**src/rtl/grill_pkg.sv**
```systemverilog
// Shared grill definitions: per-slot cook state encoding, reused by the
// timer, scoring and display blocks.
package grill_pkg;

   localparam int unsigned SLOT_STATE_W = 2;

   typedef enum logic [SLOT_STATE_W-1:0] {
      IDLE    = 2'd0,
      COOKING = 2'd1,
      DONE    = 2'd2,
      BURNT   = 2'd3
   } slot_state_t;

endpackage

```
**src/rtl/tick_prescaler.sv**
```systemverilog
// Free-running prescaler producing a registered one-cycle tick every CLK_DIV
// clocks and a square-wave beat. Optional hold input under GRILL_TIMER_PAUSE_EN.
module tick_prescaler #(
   parameter int unsigned CLK_DIV = 50_000_000
) (
   input  logic clk,
   input  logic resetn,
`ifdef GRILL_TIMER_PAUSE_EN
   input  logic pause,
`endif
   output logic tick,
   output logic beat
);

   localparam int unsigned CNT_W = (CLK_DIV > 2) ? $clog2(CLK_DIV) : 1;
   localparam logic [CNT_W-1:0] CNT_LAST = CNT_W'(CLK_DIV - 1);

   logic [CNT_W-1:0] cnt;
   logic             run;
   logic             wrap;

`ifdef GRILL_TIMER_PAUSE_EN
   assign run = ~pause;
`else
   assign run = 1'b1;
`endif

   assign wrap = run && (cnt == CNT_LAST);

   always_ff @(posedge clk or negedge resetn) begin
      if (!resetn) begin
         cnt  <= '0;
         tick <= 1'b0;
         beat <= 1'b0;
      end else begin
         if (run) begin
            cnt <= wrap ? '0 : cnt + 1'b1;
         end
         tick <= wrap;
         beat <= beat ^ wrap;
      end
   end

endmodule

```
**src/rtl/grill_timer.sv**
```systemverilog
// Multi-slot grill cook timer: shared one-second prescaler plus NUM_SLOTS
// independent IDLE/COOKING/DONE/BURNT slots. Optional pause: GRILL_TIMER_PAUSE_EN.
module grill_timer
   import grill_pkg::*;
#(
   parameter int unsigned NUM_SLOTS = 4,
   parameter int unsigned CLK_DIV   = 50_000_000,
   parameter int unsigned SEC_W     = 6,
   parameter int unsigned COOK_SECS = 10,
   parameter int unsigned BURN_SECS = 20
) (
   input  logic                          clk,
   input  logic                          resetn,
   input  logic [NUM_SLOTS-1:0]          start,
   input  logic [NUM_SLOTS-1:0]          remove,
`ifdef GRILL_TIMER_PAUSE_EN
   input  logic                          pause,
`endif
   output logic                          tick,
   output logic                          beat,
   output logic [2*NUM_SLOTS-1:0]        slot_state,
   output logic [SEC_W*NUM_SLOTS-1:0]    elapsed,
   output logic [NUM_SLOTS-1:0]          done_pulse,
   output logic [NUM_SLOTS-1:0]          burnt_pulse
);

   localparam logic [SEC_W-1:0] SEC_MAX   = '1;
   localparam logic [SEC_W-1:0] COOK_LAST = SEC_W'(COOK_SECS - 1);
   localparam logic [SEC_W-1:0] BURN_LAST = SEC_W'(BURN_SECS - 1);

   tick_prescaler #(
      .CLK_DIV (CLK_DIV)
   ) u_prescaler (
      .clk    (clk),
      .resetn (resetn),
`ifdef GRILL_TIMER_PAUSE_EN
      .pause  (pause),
`endif
      .tick   (tick),
      .beat   (beat)
   );

   for (genvar i = 0; i < NUM_SLOTS; i++) begin : g_slot
      slot_state_t      state_q, state_d;
      logic [SEC_W-1:0] elap_q, elap_d;
      logic             done_d, burnt_d;
      logic             done_q, burnt_q;

      always_ff @(posedge clk or negedge resetn) begin
         if (!resetn) begin
            state_q <= IDLE;
            elap_q  <= '0;
            done_q  <= 1'b0;
            burnt_q <= 1'b0;
         end else begin
            state_q <= state_d;
            elap_q  <= elap_d;
            done_q  <= done_d;
            burnt_q <= burnt_d;
         end
      end

      // Comparing the pre-increment count against threshold-1 lets the state
      // change land on the same edge as the increment that reaches it.
      always_comb begin
         state_d = state_q;
         elap_d  = elap_q;
         if (remove[i]) begin
            state_d = IDLE;
            elap_d  = '0;
         end else if (state_q == IDLE) begin
            if (start[i]) begin
               state_d = COOKING;
               elap_d  = '0;
            end
         end else if (tick) begin
            elap_d = (elap_q == SEC_MAX) ? elap_q : elap_q + 1'b1;
            if (state_q == COOKING && elap_q == COOK_LAST) begin
               state_d = DONE;
            end else if (state_q == DONE && elap_q == BURN_LAST) begin
               state_d = BURNT;
            end
         end
      end

      always_comb begin
         done_d  = (state_q == COOKING) && (state_d == DONE);
         burnt_d = (state_q == DONE) && (state_d == BURNT);
      end

      assign slot_state[2*i +: 2]     = state_q;
      assign elapsed[SEC_W*i +: SEC_W] = elap_q;
      assign done_pulse[i]            = done_q;
      assign burnt_pulse[i]           = burnt_q;
   end

endmodule

```
**config.mk**
```make
export PLATFORM = sky130hd
export DESIGN_NAME = grill_timer
export DESIGN_NICKNAME = d
export VERILOG_FILES = /design/src/rtl/grill_pkg.sv /design/src/rtl/tick_prescaler.sv /design/src/rtl/grill_timer.sv
export SDC_FILE = /design/constraint.sdc
export NUM_CORES = 1
export LEC_CHECK = 0
export BUFFER_PORTS_ARGS = -buffer_cell sky130_fd_sc_hd__buf_2
export CAP_MARGIN = 10
export CORE_MARGIN = 5
export CORE_UTILIZATION = 45
export DETAILED_ROUTE_END_ITERATION = 7
export HOLD_SLACK_MARGIN = 0.1
export PLACE_DENSITY_LB_ADDON = 0.15
export SYNTH_ARGS = -nofsm -noshare
export SYNTH_HDL_FRONTEND = slang
export SYNTH_SLANG_ARGS = --single-unit
```
**constraint.sdc**
```tcl
create_clock -name clk -period 2.8 [get_ports clk]
set_input_delay 0.42 -clock clk [delete_from_list [all_inputs] [get_ports clk]]
set_output_delay 0.42 -clock clk [all_outputs]
set_load 0.02 [all_outputs]
```
==> run metrics, run 1 <==
antenna violations before repair 0; Final GP Congestion 0.801; Peak Freq 500 MHz; clk slew on worst S/H paths 0.07 ns; Slew @ Worst Pin 0.849 ns; Final Critical Period 2.00 ns; Leak 1.84 nW; vias per cell 5.69; worst r2r src u_prescaler.cnt[11]; Die W 99.6 um; R2R depth 5; # rows 32; core area 7770 um^2; n_diodes 0; Initial Utilization 0.465; skew final 0.0111 ns; Worst setup endpoint u_prescaler.beat; r2r setup slk 0.80 ns; flops & latches, synth 68; PostCTS Resize Cnt 0; ys flop type dfrtp_1; slew margin rel. 0.434; area leader, netlist dfrtp_1; DRT iter0 DRCs 142; Worst EP required 3.05 ns; die area 9920 um^2; Syn Inst Count 375; RSZ-0062 raised after global routing false; # port buffers 51; Skew-Pair Late Insertion Delay 0.33 ns; CTS max path bufs 2; CP Max Fanout 17; synthesized area per cell 9.64 um^2; Setup Fix Bufs, Post-CTS 0; CTS tree done; hold slack 0.259 ns; top-area cell type share of the netlist area 0.471; Post-synth top cells 68 x dfrtp_1, 24 x nor2_1, 23 x nand2_1; CTS Hold Bufs 0; Final period util 0.715; Worst setup SP type flop; Syn Nets 394; EDFF count, synth 0; largest net degree at the start of global routing 69; Cell variety after synth 50; setup violators final 0; WL per Instance 14.3 um; hpwl dp 5.20 mm; WP data arrival 2.25 ns; Die Ht 99.6 um; DR DRC count 0; Congestion Overflow GR 0; status complete, no violations; CTS sink cnt 68; drt pass-1 iters 4; DR vias 2,977; Nets 436; first-pass GRT wire length 12.8 mm; final WL 7.47 mm; # H-tree levels 3; ANT nets after route 0; Root Buffer clkbuf_8; ys async rst share 1.00; worst hold-check path type primary input to async pin; synth warn 0; setup TNS 0 ns; area delta synth->final 13.5%; CTS buffer count 9; Seq/Total Area, Yosys 0.471; layout cells sized above 1 0.183; Worst Setup SP u_prescaler.cnt[11]; R2R Path End u_prescaler.beat; Slew Limit Fails 0; number of max-cap violations 0; worst setup path class flop to flop; CP Capture Type flop; I/O pin count 52; pwr dens 464 nW/um^2; synth top area cells dfrtp_1 47%, ha_1 3.1%, a21oi_1 3.0%, nand3_1 2.6%, nor2_1 2.5%; peak supply drop 244 uV; vias in the first global route 2,755; Final Hold Fails 0; synthesized area 3610 um^2; most common cell in the netlist dfrtp_1; total track usage 0.154
## kinds of logic after synthesis
family,count (synthesis),synth area share
simple gates,160,0.255
compound gates,84,0.157
flops,68,0.471
buf+inv,39,0.0502
xor+xnor,15,0.0364
fa+ha+maj,9,0.0312
## stage by stage
step | setup WS [ns] | std cells | power [mW] | util | area, um^2
after floorplan | 0.767 | 375 | 1.05 | - | 3610
after global placement | 0.808 | 508 | 1.09 | 0.502 | 3900
after detailed placement | 0.798 | 508 | 1.09 | 0.502 | 3900
after CTS | 0.785 | 523 | 1.93 | 0.528 | 4100
after global routing | 0.604 | 523 | 1.98 | 0.528 | 4100
final | 0.799 | 523 | 1.90 | 0.528 | 4100
## layout make-up
| type | count | area [um^2] |
|---|---|---|
| timing repair buffer | 55 | 285 |
| multi-input combinational | 268 | 1730 |
| inverter | 15 | 56.3 |
| tap | 102 | 128 |
| clock buffer | 13 | 139 |
| sequential | 68 | 1700 |
| clock inverter | 2 | 60.1 |
| fill | 731 | 3670 |
## report_power, final
part	internal [mW]	switching (mW)	total, mW
clock	0.499	0.328	0.826
combinational	0.0231	0.0590	0.0821
sequential	0.986	0.00620	0.992
total	1.51	0.393	1.90
## cell usage in the layout (no fill, tap or decap), types with 7 or more instances in the layout
cell and n:
o21ai_0 13, inv_1 15, or3_1 12, nor2b_1 10, clkbuf_8 9, nor3_1 13
xnor2_1 8, nand2_1 23, a211oi_1 7, nand3_1 19, xor2_1 7, buf_2 51
o31ai_1 8, nand4_1 11, ha_1 9, nor2_1 24, a21oi_1 22, dfrtp_1 68
or4_1 11
## sequential cells by signal (all words and copies together), names as in the netlist
register / cells
g_slot.done_q: 4
u_prescaler.cnt: 26
u_prescaler.beat: 1
g_slot.burnt_q: 4
g_slot.elap_q: 24
u_prescaler.tick: 1
g_slot.state_q: 8
## critical path: stages, from the launching register on
cell and delay [ns]:
dfrtp_1 0.40, or4_1 0.51, or3_4 0.35, nor4_4 0.24, buf_4 0.26, xor2_1 0.16
## layer usage
layer / up-vias / part of all wire / track usage
li1: 1469 / - / -
met1: 1440 / 0.48 / 0.198
met2: 62 / 0.47 / 0.255
met3: 6 / 0.044 / 0.0316
met4: 0 / 0.0087 / 0.0620
met5: - / 0 / 0
## worst min-delay path by stage
stage | from | end | slack (ns) | cells past startpoint
after global placement | u_prescaler.beat | u_prescaler.beat | 0.46 | 1
after global routing | resetn | g_slot[3].done_q | 0.34 | 2
after detailed placement | u_prescaler.beat | u_prescaler.beat | 0.46 | 1
final | resetn | g_slot[3].burnt_q | 0.26 | 2
after floorplan | resetn | g_slot[0].burnt_q | 0.12 | 0
after CTS | resetn | g_slot[3].state_q[0] | 0.31 | 2
(Power assumes the default switching activity.)
==> run 2, diff against run 1 <==
==> constraint.sdc (replaced) <==
create_clock -name clk -period 1.88 [get_ports clk]
set_input_delay 0.282 -clock clk [delete_from_list [all_inputs] [get_ports clk]]
set_output_delay 0.282 -clock clk [all_outputs]
set_load 0.02 [all_outputs]
==> run 2 against run 1 <==
Effect of this change: routed wire length grew 11%; power grew 37%; sequential power grew 49%; final area grew 3.1%; combinational power grew 57%; clock power grew 21%; clock skew shrank 0.0034 ns; maximum frequency grew 6.6%; global-route usage grew 1.5 points.
==> run metrics, run 2 (synthesis results as in run 1) <==
status complete, no violations (unchanged); most common cell after layout, fill and taps aside dfrtp_1 (unchanged); Largest regs u_prescaler.cnt: 26 flops, g_slot.elap_q: 24 flops, g_slot.state_q: 8 flops (unchanged); Worst EP required 2.10 ns (was 3.05 ns); final WL 8.27 mm (was 7.47 mm); CP Max Fanout 9 (was 17); peak supply drop 347 uV (was 244 uV); Initial Utilization 0.465 (unchanged); drt pass-1 iters 4 (unchanged); core area 7770 um^2 (unchanged); slew margin rel. 0.691 (was 0.434); clk slew on worst S/H paths 0.07 ns (about the same); Final GP Congestion 0.773 (was 0.801); hold depth 2; number of max-cap violations 0 (unchanged); pwr dens 617 nW/um^2 (was 464 nW/um^2); skew final 0.00771 ns (was 0.0111 ns); hold slack 0.222 ns (was 0.259 ns); Pwr Total 2.61 mW (was 1.90 mW); Setup Fix Bufs, Post-CTS 0 (unchanged); worst setup path class flop to flop (unchanged); setup violators final 0 (unchanged); Leak 1.92 nW (was 1.84 nW); DR DRC count 0 (unchanged); vias in the first global route 2,945 (was 2,755); Final period util 0.998 (was 0.715); CTS tree done (unchanged); # rows 32 (unchanged); ANT nets after route 0 (unchanged); R2R Path End u_prescaler.cnt[21] (was u_prescaler.beat); hpwl dp 5.85 mm (was 5.20 mm); worst setup margin 0.00319 ns (was 0.799 ns); total track usage 0.170 (was 0.154); Root Buffer clkbuf_8 (unchanged); Slew @ Worst Pin 0.458 ns (was 0.849 ns); post-route core utilization 0.544 (was 0.528); CP Capture Type flop (unchanged); clock group share of total power 0.384 (was 0.435); worst hold-check path type primary input to flop (was primary input to async pin); Final Cell Area 4230 um^2 (was 4100 um^2); first-pass GRT wire length 13.8 mm (was 12.8 mm); Net Sw Frac 0.232 (was 0.207); most frequent cells in the layout 66 x dfrtp_1, 51 x buf_2, 24 x nor2_1 (was 68 x dfrtp_1, 51 x buf_2, 24 x nor2_1); setup TNS 0 ns (unchanged); placed insts 526 (was 508); Largest register FFs 26 (unchanged); CTS sink cnt 68 (unchanged); DRT iter0 DRCs 133 (was 142); Final Hold Fails 0 (unchanged); R2R depth 5 (unchanged); Final Critical Period 1.88 ns (was 2.00 ns); CTS buffer count 9 (unchanged); antenna violations before repair 0 (unchanged); Int Power 2.00 mW (was 1.51 mW); # H-tree levels 3 (unchanged); r2r setup slk 0.003 ns (was 0.80 ns); Nets 455 (was 436); vias per cell 5.68 (was 5.69); Gate power share 0.049 (was 0.043); worst r2r src u_prescaler.cnt[11] (unchanged); Slew Limit Fails 0 (unchanged); P_sw 0.605 mW (was 0.393 mW); Post-Place Cell Area 4060 um^2 (was 3900 um^2); DR vias 3,066 (was 2,977); Placement Setup Slack 0.0176 ns (was 0.798 ns); HP Start remove[2]; final cell count without fillers 540 (was 523); Skew-Pair Late Insertion Delay 0.34 ns (was 0.33 ns); die area 9920 um^2 (unchanged); layout cells sized above 1 0.226 (was 0.183); area delta synth->final 17.0% (was 13.5%); Worst setup SP type flop (unchanged); Congestion Overflow GR 0 (unchanged); largest net degree at the start of global routing 69 (unchanged); sequential power share 0.567 (was 0.522); # port buffers 51 (unchanged); Die W 99.6 um (unchanged); Die Ht 99.6 um (unchanged); Peak Freq 533 MHz (was 500 MHz); WP data arrival 2.09 ns (was 2.25 ns); WL per Instance 15.3 um (was 14.3 um); n_diodes 0 (unchanged); RSZ-0062 raised after global routing true (was false); Hold Path End g_slot[2].state_q[1]; most flop-heavy register u_prescaler.cnt (unchanged); I/O pin count 52 (unchanged); CTS max path bufs 2 (unchanged)
## run 2: area by class of cell
class,instances,area [um^2]
repair buffers,74,447
fillers,731,3540
inverters,15,56.3
flip-flops and latches,68,1700
clock buffers,13,149
multi-input cells,268,1740
well taps,102,128
## run 2: per-layer routing
layer,track usage,vias to the layer above,wire (um)
met5,0,-,0
met4,0.0536,0,78
met3,0.0393,8,253
met2,0.281,41,4080
met1,0.220,1509,3860
li1,-,1508,-
## run 2: worst max-delay path by stage
stage / start / endpoint / cells past startpoint
after floorplan: u_prescaler.cnt[11] / u_prescaler.cnt[20] / 5
after global placement: u_prescaler.cnt[11] / u_prescaler.beat / 5
after detailed placement: u_prescaler.cnt[11] / u_prescaler.beat / 5
after CTS: u_prescaler.cnt[0] / u_prescaler.beat / 6
after global routing: u_prescaler.cnt[11] / u_prescaler.cnt[21] / 5
final: u_prescaler.cnt[11] / u_prescaler.cnt[21] / 5
## run 2: critical path, cell delays in order (launching register included)
cell     delay [ns]
dfrtp_1        0.37
or4_1          0.52
or3_4          0.36
nor4_4         0.21
buf_4          0.23
a21oi_1        0.05
## run 2: timing repair
item	CTS	global route
resized for setup	0	5
endpoints found under the setup margin	0	18
hold buffers	1	0
hold endpoints to repair	68	0
## run 2: power by group through the flow
| stage | clock, mW | combinational [mW] | sequential (mW) |
|---|---|---|---|
| after global placement | 0 | 0.130 | 1.51 |
| after global routing | 1.11 | 0.146 | 1.48 |
| after floorplan | 0 | 0.0575 | 1.51 |
| after CTS | 1.03 | 0.132 | 1.48 |
| final | 1.00 | 0.129 | 1.48 |
| after detailed placement | 0 | 0.130 | 1.51 |
==> run 3, diff against run 2 <==
--- a/config.mk
+++ b/config.mk
@@ -9,9 +9,10 @@
 export CAP_MARGIN = 10
 export CORE_MARGIN = 5
 export CORE_UTILIZATION = 45
+export CTS_BUF_LIST = sky130_fd_sc_hd__clkbuf_4
 export DETAILED_ROUTE_END_ITERATION = 7
 export HOLD_SLACK_MARGIN = 0.1
-export PLACE_DENSITY_LB_ADDON = 0.15
+export PLACE_DENSITY = 0.65
 export SYNTH_ARGS = -nofsm -noshare
 export SYNTH_HDL_FRONTEND = slang
 export SYNTH_SLANG_ARGS = --single-unit
==> run 3 against run 2 <==
Effect of this change: power fell by 7.8%; sequential power barely moved; sequential cell count did not move; first-iteration DRC count rose by 21%; hold slack got worse by 0.066 ns; largest cell class unchanged; worst setup slack improved by 0.010 ns; global-route usage rose by 0.26 points.
==> run metrics, run 3 (synthesis results as in run 1) <==
routed wl met3 512 um (was 253 um); RSZ-0062 raised after global routing true (unchanged); number of max-cap violations 0 (unchanged); skew final 0.0183 ns (was 0.00771 ns); status complete, no violations (unchanged); Final Critical Period 1.87 ns (was 1.88 ns); # H-tree levels 3 (unchanged); Final period util 0.993 (was 0.998); CP Capture Type flop (unchanged); DR WL met2 3.75 mm (was 4.08 mm); Worst Setup SP u_prescaler.cnt[11] (unchanged); Worst setup SP type flop (unchanged); Worst EP required 2.17 ns (was 2.10 ns); largest net degree at the start of global routing 69 (unchanged); Slew @ Worst Pin 0.464 ns (was 0.458 ns); Worst path max stage delay 0.51 ns (was 0.52 ns); CTS sink cnt 68 (unchanged); total track usage 0.172 (was 0.170); area delta synth->final 16.7% (was 17.0%); hold slack 0.156 ns (was 0.222 ns); Leak 1.93 nW (was 1.92 nW); CTS max path bufs 2 (unchanged); DR DRC count 0 (unchanged); Largest regs u_prescaler.cnt: 26 flops, g_slot.elap_q: 24 flops, g_slot.state_q: 8 flops (unchanged); first-pass GRT wire length 14.0 mm (was 13.8 mm); Slew Limit Fails 0 (unchanged); post-route core utilization 0.543 (was 0.544); worst-path cell chain or4_1 > or3_4 > nor4_4 > buf_4 > a21oi_1 (unchanged); most frequent cells in the layout 66 x dfrtp_1, 51 x buf_2, 24 x nor2_1 (unchanged); met1 WL 3.70 mm (was 3.86 mm); # rows 32 (unchanged); most common cell after layout, fill and taps aside dfrtp_1 (unchanged); pwr dens 570 nW/um^2 (was 617 nW/um^2); die area 9920 um^2 (unchanged); layout cells sized above 1 0.236 (was 0.226); CP max-delay cell or4_1 (unchanged); I/O pin count 52 (unchanged); Final Hold Fails 0 (unchanged); HP Start remove[2] (unchanged); worst setup path class flop to flop (unchanged); WL per Instance 14.7 um (was 15.3 um); Top Layer Used met4 (unchanged); Worst setup endpoint u_prescaler.cnt[22] (was u_prescaler.cnt[21]); Peak Freq 536 MHz (was 533 MHz); # port buffers 51 (unchanged); Nets 459 (was 455); vias in the first global route 2,953 (was 2,945); vias per cell 5.75 (was 5.68); DR vias 3,145 (was 3,066); n_diodes 0 (unchanged); Die W 99.6 um (unchanged); CTS buffer count 9 (unchanged); peak supply drop 398 uV (was 347 uV); R2R Path End u_prescaler.cnt[22] (was u_prescaler.cnt[21]); antenna violations before repair 0 (unchanged); Skew-Pair Late Insertion Delay 0.42 ns (was 0.34 ns); Largest register FFs 26 (unchanged); Initial Utilization 0.465 (unchanged); Root Buffer clkbuf_4 (was clkbuf_8); slew margin rel. 0.691 (about the same); Congestion Overflow GR 0 (unchanged); core area 7770 um^2 (unchanged); final WL 8.06 mm (was 8.27 mm); Final GP Congestion 0.821 (was 0.773); clk slew on worst S/H paths 0.11 ns (was 0.07 ns); worst hold-check path type primary input to flop (unchanged); most flop-heavy register u_prescaler.cnt (unchanged); R2R depth 5 (unchanged); CP Max Fanout 9 (unchanged); hpwl dp 5.61 mm (was 5.85 mm); drt pass-1 iters 7 (was 4); worst r2r src u_prescaler.cnt[11] (unchanged); r2r setup slk 0.01 ns (was 0.003 ns); Die Ht 99.6 um (unchanged); setup violators final 0 (unchanged); WP data arrival 2.16 ns (was 2.09 ns); ANT nets after route 0 (unchanged); DRT iter0 DRCs 161 (was 133); CTS tree done (unchanged)
## run 3: cell types whose count changed in the layout (fill, tap and decap cells not counted)
cell / delta
clkinv_2: +1
clkbuf_1: -3
clkinv_1: +3
buf_4: +3
o21ai_1: +2
clkbuf_8: -10
o311ai_0: +1
o21ai_0: -2
dlygate4sd3_1: +1
o311ai_1: -1
clkbuf_4: +12
## run 3: final cells by class
class	count	area, um^2
fillers	715	3550
multi-input cells	268	1740
flip-flops and latches	68	1700
repair buffers	78	479
well taps	102	128
clock buffers	12	90.1
inverters	15	56.3
clock inverters	4	16.3
## run 3: worst min path at each step
stage / depth (start not counted) / to / slack, ns
global placement: 2 / g_slot[3].burnt_q / 0.33
detailed placement: 2 / g_slot[3].state_q[0] / 0.33
floorplan: 0 / g_slot[0].burnt_q / -0.01
CTS: 2 / g_slot[2].burnt_q / 0.11
finish: 2 / g_slot[2].state_q[0] / 0.16
global route: 2 / g_slot[2].state_q[1] / 0.13
## run 3: per-stage QoR
step | TNS, ns | power, mW | cell area (um^2) | setup slack (ns) | cells
floorplan | -0.332 | 1.57 | 3630 | -0.0361 | 375
global placement | 0 | 1.63 | 4070 | 0.0896 | 528
detailed placement | 0 | 1.63 | 4070 | 0.0551 | 528
CTS | 0 | 2.45 | 4200 | 0.0134 | 546
global route | -0.463 | 2.52 | 4220 | -0.0702 | 547
finish | 0 | 2.40 | 4220 | 0.0136 | 547
## run 3: worst max-delay path: cells and delay by family, from the launching register on
family          cells  cell delay [ns]
simple gates        3             1.06
buf+inv             1             0.23
flops               1             0.39
compound gates      1             0.06
## run 3: timing repair
item | 4_1_cts | 5_1_grt
hold buffers | 2 | 0
gates resized for setup | 0 | 6
hold endpoints to repair | 69 | 0
setup buffers | 0 | 1
endpoints found under the setup margin | 0 | 20
## run 3: metal layers
metal / track usage / vias up
li1: - / 1519
met3: 0.0561 / 15
met1: 0.228 / 1527
met5: 0 / -
met2: 0.272 / 84
met4: 0.0452 / 0
## run 3: power by group
| part | switching (mW) | total, mW | internal (mW) |
|---|---|---|---|
| Combinational | 0.0879 | 0.128 | 0.0402 |
| Clock | 0.497 | 0.800 | 0.303 |
| Sequential | 0.00891 | 1.48 | 1.47 |
